[config.mk]
export PLATFORM = sky130hd
export DESIGN_NAME = dmi_arbiter
export DESIGN_NICKNAME = d
export VERILOG_FILES = /design/src/rtl/dmi_arbiter.sv
export SDC_FILE = /design/constraint.sdc
export NUM_CORES = 1
export LEC_CHECK = 0
export ABC_CLOCK_PERIOD_IN_PS = 2300
export BUFFER_PORTS_ARGS = -buffer_cell sky130_fd_sc_hd__buf_4
export CAP_MARGIN = 20
export CORE_MARGIN = 2
export CORE_UTILIZATION = 44
export CTS_CLUSTER_SIZE = 24
export DETAILED_ROUTE_END_ITERATION = 10
export HOLD_SLACK_MARGIN = 0.03
export PLACE_DENSITY = 0.79
export REMOVE_ABC_BUFFERS = 1
export SETUP_SLACK_MARGIN = 0.5
export SLEW_MARGIN = 20
export SYNTH_ARGS = -nofsm -noshare
export SYNTH_HDL_FRONTEND = slang
export SYNTH_SLANG_ARGS = --single-unit
export TNS_END_PERCENT = 30
[constraint.sdc]
create_clock -name i_clk -period 2.3 [get_ports i_clk]
set_input_delay 0.115 -clock i_clk [delete_from_list [all_inputs] [get_ports i_clk]]
set_output_delay 0.115 -clock i_clk [all_outputs]
set_load 0.01 [all_outputs]
[src/rtl/dmi_arbiter.sv]
// Two-master DMI arbiter: round-robin grant, one outstanding access, response routed
// back to its owner, with a watchdog that turns a hung DM access into a failed response.
module dmi_arbiter #(
  parameter int unsigned TIMEOUT_CYCLES = 1024,
  parameter int unsigned CNT_W          = 11
) (
  input  logic        i_clk,
  input  logic        i_reset,
  input  logic        i_m0_req_valid,
  output logic        o_m0_req_ready,
  input  logic [6:0]  i_m0_req_address,
  input  logic [31:0] i_m0_req_data,
  input  logic [1:0]  i_m0_req_op,
  output logic        o_m0_rsp_valid,
  input  logic        i_m0_rsp_ready,
  output logic [31:0] o_m0_rsp_data,
  output logic [1:0]  o_m0_rsp_op,
  input  logic        i_m1_req_valid,
  output logic        o_m1_req_ready,
  input  logic [6:0]  i_m1_req_address,
  input  logic [31:0] i_m1_req_data,
  input  logic [1:0]  i_m1_req_op,
  output logic        o_m1_rsp_valid,
  input  logic        i_m1_rsp_ready,
  output logic [31:0] o_m1_rsp_data,
  output logic [1:0]  o_m1_rsp_op,
  output logic        o_dm_req_valid,
  input  logic        i_dm_req_ready,
  output logic [6:0]  o_dm_req_address,
  output logic [31:0] o_dm_req_data,
  output logic [1:0]  o_dm_req_op,
  input  logic        i_dm_rsp_valid,
  output logic        o_dm_rsp_ready,
  input  logic [31:0] i_dm_rsp_data,
  input  logic [1:0]  i_dm_rsp_op,
  output logic        o_timeout
);

  typedef enum logic [1:0] {ST_IDLE, ST_REQ, ST_WAIT, ST_RSP} state_e;

  state_e           state_q, state_d;
  logic             ptr_q, ptr_d;
  logic             owner_q, owner_d;
  logic [6:0]       addr_q, addr_d;
  logic [31:0]      wdata_q, wdata_d;
  logic [1:0]       op_q, op_d;
  logic [31:0]      rdata_q, rdata_d;
  logic [1:0]       rop_q, rop_d;
  logic             stale_q, stale_d;
  logic [CNT_W-1:0] cnt_q, cnt_d;
  logic             timeout_q, timeout_d;
  logic             gnt0_s, gnt1_s, own_rsp_ready_s;

  // Pointer only breaks ties; a lone requester always wins.
  assign gnt0_s = i_m0_req_valid && (!i_m1_req_valid || !ptr_q);
  assign gnt1_s = i_m1_req_valid && (!i_m0_req_valid ||  ptr_q);
  assign own_rsp_ready_s = owner_q ? i_m1_rsp_ready : i_m0_rsp_ready;

  always_ff @(posedge i_clk) begin
    if (i_reset) begin
      state_q   <= ST_IDLE;
      ptr_q     <= 1'b0;
      owner_q   <= 1'b0;
      addr_q    <= 7'd0;
      wdata_q   <= 32'd0;
      op_q      <= 2'd0;
      rdata_q   <= 32'd0;
      rop_q     <= 2'd0;
      stale_q   <= 1'b0;
      cnt_q     <= '0;
      timeout_q <= 1'b0;
    end else begin
      state_q   <= state_d;
      ptr_q     <= ptr_d;
      owner_q   <= owner_d;
      addr_q    <= addr_d;
      wdata_q   <= wdata_d;
      op_q      <= op_d;
      rdata_q   <= rdata_d;
      rop_q     <= rop_d;
      stale_q   <= stale_d;
      cnt_q     <= cnt_d;
      timeout_q <= timeout_d;
    end
  end

  always_comb begin
    state_d        = state_q;
    ptr_d          = ptr_q;
    owner_d        = owner_q;
    addr_d         = addr_q;
    wdata_d        = wdata_q;
    op_d           = op_q;
    rdata_d        = rdata_q;
    rop_d          = rop_q;
    stale_d        = stale_q;
    cnt_d          = cnt_q;
    timeout_d      = 1'b0;
    o_m0_req_ready = 1'b0;
    o_m1_req_ready = 1'b0;
    case (state_q)
      ST_IDLE: begin
        o_m0_req_ready = gnt0_s;
        o_m1_req_ready = gnt1_s;
        if (gnt0_s || gnt1_s) begin
          owner_d = gnt1_s;
          addr_d  = gnt1_s ? i_m1_req_address : i_m0_req_address;
          wdata_d = gnt1_s ? i_m1_req_data    : i_m0_req_data;
          op_d    = gnt1_s ? i_m1_req_op      : i_m0_req_op;
          state_d = ST_REQ;
        end else begin
          state_d = ST_IDLE;
        end
      end
      ST_REQ: begin
        if (i_dm_req_ready) begin
          cnt_d   = '0;
          state_d = ST_WAIT;
        end else begin
          state_d = ST_REQ;
        end
      end
      ST_WAIT: begin
        if (i_dm_rsp_valid) begin
          if (stale_q) begin
            // Late answer to an access that already timed out.
            stale_d = 1'b0;
          end else begin
            rdata_d = i_dm_rsp_data;
            rop_d   = i_dm_rsp_op;
            state_d = ST_RSP;
          end
        end else if ((TIMEOUT_CYCLES != 0) && (cnt_q == CNT_W'(TIMEOUT_CYCLES - 1))) begin
          rdata_d   = 32'd0;
          rop_d     = 2'b10;
          stale_d   = 1'b1;
          timeout_d = 1'b1;
          state_d   = ST_RSP;
        end else begin
          cnt_d = cnt_q + CNT_W'(1);
        end
      end
      ST_RSP: begin
        if (own_rsp_ready_s) begin
          ptr_d   = ~owner_q;
          state_d = ST_IDLE;
        end else begin
          state_d = ST_RSP;
        end
      end
      default: begin
        state_d = ST_IDLE;
      end
    endcase
  end

  assign o_dm_req_valid   = (state_q == ST_REQ);
  assign o_dm_req_address = addr_q;
  assign o_dm_req_data    = wdata_q;
  assign o_dm_req_op      = op_q;
  assign o_dm_rsp_ready   = (state_q != ST_RSP);
  assign o_m0_rsp_valid   = (state_q == ST_RSP) && !owner_q;
  assign o_m1_rsp_valid   = (state_q == ST_RSP) &&  owner_q;
  assign o_m0_rsp_data    = rdata_q;
  assign o_m0_rsp_op      = rop_q;
  assign o_m1_rsp_data    = rdata_q;
  assign o_m1_rsp_op      = rop_q;
  assign o_timeout        = timeout_q;

endmodule

# Word-level counts from Yosys, hierarchy flattened
# Cells that the tools add are included.
# totals
word_cells	72
in_bits	124
out_inout_bits	116
register_bits	92
# classes
n_eq_ne	11
addsub	1
muxes	26
n_reduce_logical	21
bitwise_logic	2
# op_table
cell	count
$mux 32	4
$mux 11	3
$pmux 11 s2	1
$mux 2	9
$add 11x1->11 const B	1
$eq 11x10->1 const B	1
$ne 2x2->1 const B	4
$pmux 2 s4	1
$reduce_and 2->1	4
$mux 1	7
$mux 7	1
$ne 3x3->1 const B	2
$eq 2x2->1 const B	2
$logic_and 1x1->1	4
$logic_not 1->1	4
$reduce_and 4->1	1
$reduce_bool 2->1	2
$logic_or 1x1->1	3
$reduce_and 3->1	1
$reduce_or 3->1	1
$eq 2x1->1 const B	1
$logic_not 2->1	1
$ne 2x1->1 const B	1
$not 1->1	2

# Logic depth before layout (Yosys ltp)
# Gate-level depths: netlist (run 1).
# logic_depth
word_depth	6
ltp_mapped	6
ltp_nobuf	5

# Least setup slack after synthesis (run 1)
# OpenSTA, ideal clock, no wires.
# synth_path
path_type	flip-flop to flip-flop
startpoint	register cnt_q[0]
endpoint	register rdata_q[0], in the netlist o_m0_rsp_data[0]
stages_incl_launch_ff	7
t_arrival_ns	1.662
required_ns	2.240
slack_ns	0.578
path_buffers	1
cell_sequence	dfxtp_1 -> ha_1 -> nand3_1 -> nor3_4 -> a221oi_2 -> buf_6 -> a22o_1
# synth_via
elab_chain_cells	3
# synth_rtl
element	line	text
start, declared	50	logic [CNT_W-1:0] cnt_q, cnt_d;
start signal, assigned	82	cnt_q <= cnt_d;
$eq 11x10->1	133	end else if ((TIMEOUT_CYCLES != 0) && (cnt_q == CNT_W'(TIMEOUT_CYCLES - 1))) begin
$reduce_bool 2->1 (no source line)	-	
$reduce_and 3->1 (no source line)	-	
end signal, assigned	79	rdata_q <= rdata_d;
end, declared	47	logic [31:0] rdata_q, rdata_d;
# Every way passes these cells.
# A chain may end at the register's enable or synchronous reset.

# Final worst setup path (run 1)
# layout_path
startpoint	register ptr_q
endpoint	output port o_m1_req_ready
# layout_via
elab_chain_cells	3
# layout_rtl
element	line	text
start, declared	42	logic ptr_q, ptr_d;
start signal, assigned	74	ptr_q <= ptr_d;
$logic_or 1x1->1	56	assign gnt1_s = i_m1_req_valid && (!i_m0_req_valid || ptr_q);
$logic_and 1x1->1	56	
$mux 1	101	case (state_q)
end, declared	19	output logic o_m1_req_ready,
# Every way passes these cells.

==> results of run 1 <==
==> cells in the final DEF (no fill, tap or decap), types with 3 or more instances in the layout <==
cell type | synthesis | routed
a21oi_1 | 14 | 14
nand3_1 | 4 | 3
buf_4 | 35 | 251
a211oi_1 | 43 | 43
a311oi_2 | 0 | 3
dfxtp_2 | 0 | 5
dlygate4sd3_1 | 0 | 35
nor2_1 | 50 | 49
inv_1 | 7 | 7
dfxtp_1 | 92 | 87
nand2_1 | 9 | 9
clkbuf_8 | 0 | 9
mux2i_1 | 42 | 42
o21ai_0 | 5 | 4
and3_1 | 4 | 4
nand2b_1 | 3 | 3
a22o_1 | 33 | 33
==> power breakdown <==
group / switching, mW / internal [mW] / leakage [nW] / total, mW
combinational: 0.464 / 0.542 / 2.24 / 1.01
clock: 0.601 / 0.509 / 0.100 / 1.11
sequential: 0.0964 / 1.73 / 0.755 / 1.83
total: 1.16 / 2.78 / 3.09 / 3.94
==> cells in the mapped netlist (2+ instances only) <==
cell,n,area share
dfxtp_1,92,0.46
nor2_1,50,0.047
a211oi_1,43,0.080
mux2i_1,42,0.10
buf_4,35,0.065
a22o_1,33,0.072
a21oi_1,14,0.017
clkbuf_1,11,0.010
buf_2,10,0.012
nand2_1,9,0.0084
inv_1,7,0.0065
a311oi_1,5,0.011
o21ai_0,5,0.0062
and3_1,4,0.0062
buf_1,4,0.0037
nand3_1,4,0.0050
buf_6,3,0.0084
nand2b_1,3,0.0047
nor3_1,3,0.0037
a211o_1,2,0.0043
a32o_1,2,0.0050
nand3b_1,2,0.0037
nor2b_1,2,0.0031
o31ai_1,2,0.0037
==> per-stage QoR <==
stage / area (sq um) / power [mW] / hold slack, ns / util
4_1_cts: 6240 / 3.95 / 0.0481 / 0.709
6_report: 6340 / 3.94 / 0.0599 / 0.720
3_3_place_gp: 5670 / 2.78 / 0.325 / 0.643
5_1_grt: 6340 / 4.13 / 0.0587 / 0.720
3_5_place_dp: 5670 / 2.81 / 0.327 / 0.643
2_1_floorplan: 3630 / 2.32 / 0.184 / -
==> cells by family after synthesis <==
logic type | synth area share
multiplexers | 0.104
buffers and inverters | 0.106
flip-flops | 0.457
adder cells (fa/ha/maj) | 0.00310
AO/OA/AOI/OAI | 0.218
AND/OR/NAND/NOR | 0.112
==> worst max path at each step <==
stage,start,endpoint,slack (ns)
5_1_grt,ptr_q,o_m1_req_ready,0.51
4_1_cts,cnt_q[0],o_m0_rsp_data[0],0.51
2_1_floorplan,ptr_q,o_dm_req_address[0],-3.13
3_3_place_gp,cnt_q[0],o_m0_rsp_data[19],0.42
3_5_place_dp,cnt_q[0],o_m0_rsp_data[0],0.31
6_report,ptr_q,o_m1_req_ready,0.59
==> critical path: cells and delay by family (launching register included) <==
family | cells | cell delay (ns)
buffers and inverters | 2 | 0.46
flip-flops | 1 | 0.36
AO/OA/AOI/OAI | 1 | 0.32
AND/OR/NAND/NOR | 1 | 0.07
==> metal layers <==
metal	vias up	global-route usage
li1	1943	-
met1	1779	0.280
met2	199	0.403
met3	20	0.0618
met4	0	0.0811
met5	-	0
==> flip-flops by register name, summed over array words and instances, names as in the netlist, 2 cells and up <==
| signal | flops |
|---|---|
| state_q | 2 |
| o_dm_req_op | 2 |
| o_dm_req_data | 32 |
| cnt_q | 11 |
| o_dm_req_address | 7 |
| o_m0_rsp_data | 32 |
| o_m0_rsp_op | 2 |
==> repair_timing <==
action	in CTS	in global routing
pin swaps	1	2
endpoints found under the hold margin	35	0
endpoints found under the setup margin	41	39
buffers inserted	1	7
gates resized for setup	6	10
hold buffers	35	0
==> area by class of cell <==
cell class                 count  area (sq um)
fill                         614          2460
timing repair buffer         289          2290
multi-input combinational    246          1850
sequential                    92          1850
tap                          108           135
clock buffer                   9           124
clock inverter                 7          73.8
inverter                       7          26.3
==> qor.txt, run 1 <==
post-detail-place hpwl -> 8490 um
Max-Cap Viols -> 0
Final GP Congestion -> 0.863
Non-Filler Instances -> 758
Die ar. -> 9940 sq um
Detail Route Antenna Nets -> 0
Final WS setup -> 0.591 ns
Post-synth EDFFs -> 0
critical path type -> register to primary output
endpoints failing setup -> 0
Die H -> 99.7 um
dominant synthesized flop cell -> dfxtp_1
post-synthesis cell type count -> 45
power per cell area -> 622 nW/um^2
Root Driver -> clkbuf_8
Rel. slew slack -> 0.635
grt total ovfl -> 0
Hold Path End -> state_q[1]
CP Data Arrival Time -> 1.59 ns
Std-Cell Core Area -> 8810 sq um
Ys Warns -> 0
asr flop ratio synth -> 0
Die W -> 99.7 um
Global Route Usage Sum -> 0.233
share of cells above drive strength 1 -> 0.445
worst endpoint required time -> 2.18 ns
Hold Path Depth -> 3
First-pass DRT Iterations -> 4
synthesized area per cell -> 9.88 sq um
Worst Max-Slew Pin Slew -> 0.546 ns
worst hold start -> i_dm_req_ready
number of cells on the worst reg-to-reg path -> 5
Final min period -> 1.71 ns
wire length on met3 -> 990 um
fin crit share -> 0.743
RSZ-0062 raised after global routing -> false
DRC -> 0
Synth Register Bits -> 92
clock skew -> 0.0134 ns
Sink Count -> 92
Starting Density -> 0.458
cell with the largest stage delay on the worst path -> dfxtp_1
Via density -> 5.20
H-tree depth -> 3
Seq/Total Area, Yosys -> 0.457
Mapped Cells -> 408
P&R area growth vs syn -> 57.4%
CTS tree -> done
CP peak stage delay -> 0.36 ns
wl on met1 -> 4720 um
final setup TNS -> 0 ns
worst reg2reg endpoint -> cnt_q[2]
Netlist Area Pre-Place -> 4030 sq um
fin. max-slew vios -> 0
clock slew at reported path FFs -> 0.10 ns
Final #Nets -> 770
IO Pins -> 240
Worst setup SP type -> register
outcome -> completed
Leakage -> 3.09 nW
drt wl/cell -> 15.8 um
Hold WC Path Type -> input pin to register
Highest Clock Rate -> 585 MHz
largest net degree at the start of global routing -> 71
Clock Latency Late Sink -> 0.37 ns
Top Layer Used -> met4
DRT Wirelength -> 11900 um
n_diodes -> 0
PortBufs -> 239
Critical Path, Cell by Cell -> o21ai_4, buf_12, nor3_1, buf_4
1st-iter DRT viols -> 80
CTS Buf Count -> 9
CTS max path bufs -> 2
Placed Cells -> 699
Final Hold Viols -> 0
crit path capture type -> primary output
initial antenna violation count -> 0
met2 wire length -> 6020 um
critical path peak fanout -> 38
global-route wire length before repair -> 18500 um
routed vias -> 3941
reg2reg setup slack -> 0.60 ns
vias in the first global route -> 3733
VDD IR-drop max -> 0.355 mV
number of core rows -> 34
Place WS -> 0.307 ns
worst r2r src -> state_q[1]
(Power assumes the default switching activity.)
==> inputs of run 2 (changes only) <==
ABC_AREA = 1   (was not set)
ABC_CLOCK_PERIOD_IN_PS = 1800   (was 2300)
CORE_UTILIZATION = 45   (was 44)
clock period = 1.8 ns   (was 2.3 ns; I/O delays follow)
==> run 2 against run 1 <==
  * Sequential share of layout area is 5.4 points lower
  * Setup slack got worse by 0.41 ns
  * Register-to-register slack lost 0.42 ns
  * Count of clock-buffer cells in the layout rose by 3
  * First-iteration DRC count increased by 150%
  * Routed wire length increased by 53%
  * Highest routed layer unchanged
  * Power increased by 51%
  * Via count rose by 40%
  * Combinational power grew 94%
  * Critical path depth rose by 5
  * Design area rose by 23%
  * Synthesized cell count grew 62%
==> qor.txt, run 2 <==
Hold Path End -> o_dm_req_data[28]
power per cell area -> 762 nW/um^2 (+23%)
most frequent cells in the layout -> buf_4 (260), nand2_1 (207), nor2_1 (101)
Rel. slew slack -> 0.616 (-0.0196)
Mapped Cells -> 661 (+62%)
clock slew at reported path FFs -> 0.09 ns (about the same)
drt wl/cell -> 16.9 um (+7.0%)
H-tree depth -> 3 (unchanged)
Starting Density -> 0.457 (-0.000765)
top cells by area, synth -> dfxtp_1 (42%), nand2_1 (21%), nor2_1 (9.0%)
Worst setup SP type -> register
Final WS setup -> 0.179 ns (-0.413 ns)
Sink Count -> 92 (unchanged)
post-layout util -> 0.811 (+0.0909)
most instantiated library cell after synthesis -> nand2_1
Die W -> 103 um (+3.2%)
Die ar. -> 10600 sq um (+6.6%)
vias in the first global route -> 5083 (+36%)
dominant synthesized flop cell -> dfxtp_1
routed vias -> 5516 (+40%)
Ys Warns -> 0 (unchanged)
Final #Nets -> 1071 (+39%)
clock skew -> 0.0110 ns (-0.00243 ns)
endpoints failing setup -> 0 (unchanged)
commonest cells in the netlist -> nand2_1 (244), nor2_1 (106), dfxtp_1 (92)
Die H -> 103 um (+3.2%)
Final Total Pwr -> 5.96 mW (+51%)
CTS max path bufs -> 2 (unchanged)
Final min period -> 1.62 ns
worst endpoint required time -> 2.00 ns (-0.18 ns)
internal power -> 4.15 mW (+49%)
cell with the largest stage delay on the worst path -> dfxtp_4
PortBufs -> 239 (unchanged)
most common cell after layout, fill and taps aside -> buf_4
worst hold slack -> 0.0748 ns (+0.0150 ns)
n_diodes -> 0 (unchanged)
Net Sw Frac -> 0.304 (+0.00949)
Post-synth EDFFs -> 0 (unchanged)
Highest Clock Rate -> 617 MHz
Place WS -> -0.0854 ns (-0.393 ns)
Worst Max-Slew Pin Slew -> 0.576 ns (+0.0307 ns)
Netlist Area Pre-Place -> 4410 sq um (+9.3%)
Max-Cap Viols -> 0 (unchanged)
crit path capture type -> register
synthesized area per cell -> 6.66 sq um (-33%)
First-pass DRT Iterations -> 6 (+2)
Hold WC Path Type -> input pin to register
RSZ-0062 raised after global routing -> true
CP peak stage delay -> 0.37 ns (about the same)
Fillers -> 610 (-0.65%)
fin crit share -> 0.901
Final GP Congestion -> 0.852 (-1.2%)
DRC -> 0 (unchanged)
Std-Cell Core Area -> 9640 sq um (+9.5%)
Leakage -> 3.73 nW (+21%)
Design Area, Final -> 7820 sq um (+23%)
number of cells on the worst reg-to-reg path -> 9 (+4)
largest net degree at the start of global routing -> 51 (-28%)
worst r2r src -> cnt_q[1]
share of cells above drive strength 1 -> 0.443 (-0.00192)
Seq/Total Area, Yosys -> 0.418 (-0.0388)
asr flop ratio synth -> 0 (unchanged)
initial antenna violation count -> 0 (unchanged)
grt total ovfl -> 0 (unchanged)
Via density -> 5.09 (-2.1%)
Final Hold Viols -> 0 (unchanged)
global-route wire length before repair -> 24200 um (+31%)
biggest area consumer among synthesized cells -> dfxtp_1
share of the synthesized area in the top cell type -> 0.418 (-0.0388)
Root Driver -> clkbuf_8
post-synthesis cell type count -> 31 (-31%)
critical path peak fanout -> 8 (-79%)
post-detail-place hpwl -> 9320 um (+9.7%)
worst reg2reg endpoint -> o_m0_rsp_data[22]
Clock Latency Late Sink -> 0.35 ns (-0.02 ns)
Hold Path Depth -> 5 (+2)
worst hold start -> i_m1_req_data[28]
VDD IR-drop max -> 0.463 mV (+31%)
Critical Path, Cell by Cell -> ha_4, nand2_4, nor2_4, nand3_2, nand2_2, nand3_4, clkbuf_16, nand2_1, a21oi_1
Logic pwr share -> 0.329 (+0.074)
Post-DP Area -> 5990 sq um (+5.7%)
CTS tree -> done
CTS Buf Count -> 9 (unchanged)
Psw -> 1.81 mW (+56%)
Seq pwr share -> 0.396 (-0.067)
critical path type -> register to register
outcome -> completed
clock share of power -> 0.275 (-0.006)
1st-iter DRT viols -> 199 (+150%)
reg2reg setup slack -> 0.18 ns (-0.42 ns)
CP Data Arrival Time -> 1.82 ns (+0.23 ns)
Detail Route Antenna Nets -> 0 (unchanged)
Global Route Usage Sum -> 0.294 (+0.0608)
P&R area growth vs syn -> 77.5%
DRT Wirelength -> 18300 um (+53%)
IO Pins -> 240 (unchanged)
fin. max-slew vios -> 0 (unchanged)
number of core rows -> 36 (+5.9%)
Synth Register Bits -> 92 (unchanged)
run 2: cell count changes after synthesis, sizes merged, moves of 30 or more:
cell	previous run	this run
o21ai	5	45
a21oi	14	44
nand2	9	246
a22o	33	0
nor2	51	112
mux2i	42	0
a211oi	43	1
run 2: cells by family (layout without fill, tap and decap cells):
group | Yosys count | after routing | share of synthesized area
AOI/OAI and AO/OA | 93 | 93 | 0.111
DFF | 92 | 92 | 0.418
adders and majority gates | 1 | 1 | 0.00284
and+or+nand+nor | 381 | 385 | 0.342
buffers and inverters | 94 | 380 | 0.126
run 2: worst max-delay path by stage:
stage,from,to,slack (ns),depth (start not counted)
floorplan,ptr_q,o_dm_req_address[3],-0.51,6
global placement,ptr_q,o_dm_req_data[27],0.006,7
detailed placement,ptr_q,o_dm_req_data[22],-0.09,7
CTS,cnt_q[1],o_m0_rsp_data[28],0.31,9
global route,cnt_q[1],o_m0_rsp_data[22],0.12,9
finish,cnt_q[1],o_m0_rsp_data[22],0.18,9
run 2: worst max-delay path, delay by kind of cell (launching register included):
family | cells | cell delay [ns]
adders and majority gates | 1 | 0.16
DFF | 1 | 0.37
AOI/OAI and AO/OA | 1 | 0.07
and+or+nand+nor | 6 | 0.63
buffers and inverters | 1 | 0.24
run 2: power groups by stage:
stage	clock [mW]	combinational [mW]	sequential (mW)
global placement	0	1.27	2.37
CTS	1.65	1.82	2.34
floorplan	0	0.496	2.45
detailed placement	0	1.30	2.38
finish	1.64	1.96	2.36
global route	1.73	2.09	2.38
run 2: timing repair:
item	4_1_cts	5_1_grt
resized for setup	103	80
pin swaps	41	14
setup buffers	28	7
gates cloned	16	7
endpoints found under the hold margin	36	0
endpoints found under the setup margin	93	94
hold buffers	36	0
run 2: routing by layer:
metal,global-route usage,up-vias,share of wire
met1,0.311,2513,0.35
li1,-,2605,-
met3,0.0536,70,0.081
met5,0,-,0
met4,0.127,0,0.044
met2,0.564,328,0.53
run 2: metrics by stage:
step	setup TNS (ns)	cells
floorplan	-21.03	593
global placement	0	974
detailed placement	-1.70	974
CTS	0	1070
global route	0	1084
finish	0	1084
run 2: final cells by class:
type                            instances  area [sq um]  area share
Clock buffer                           12           135      0.0173
Inverter                               26           121      0.0155
Clock inverter                          4          97.6      0.0125
Multi-Input combinational cell        479          2430       0.311
Sequential cell                        92          1860       0.238
Timing Repair inverter                  4          38.8     0.00496
Tap cell                              133           166      0.0213
Timing Repair Buffer                  334          2970       0.380
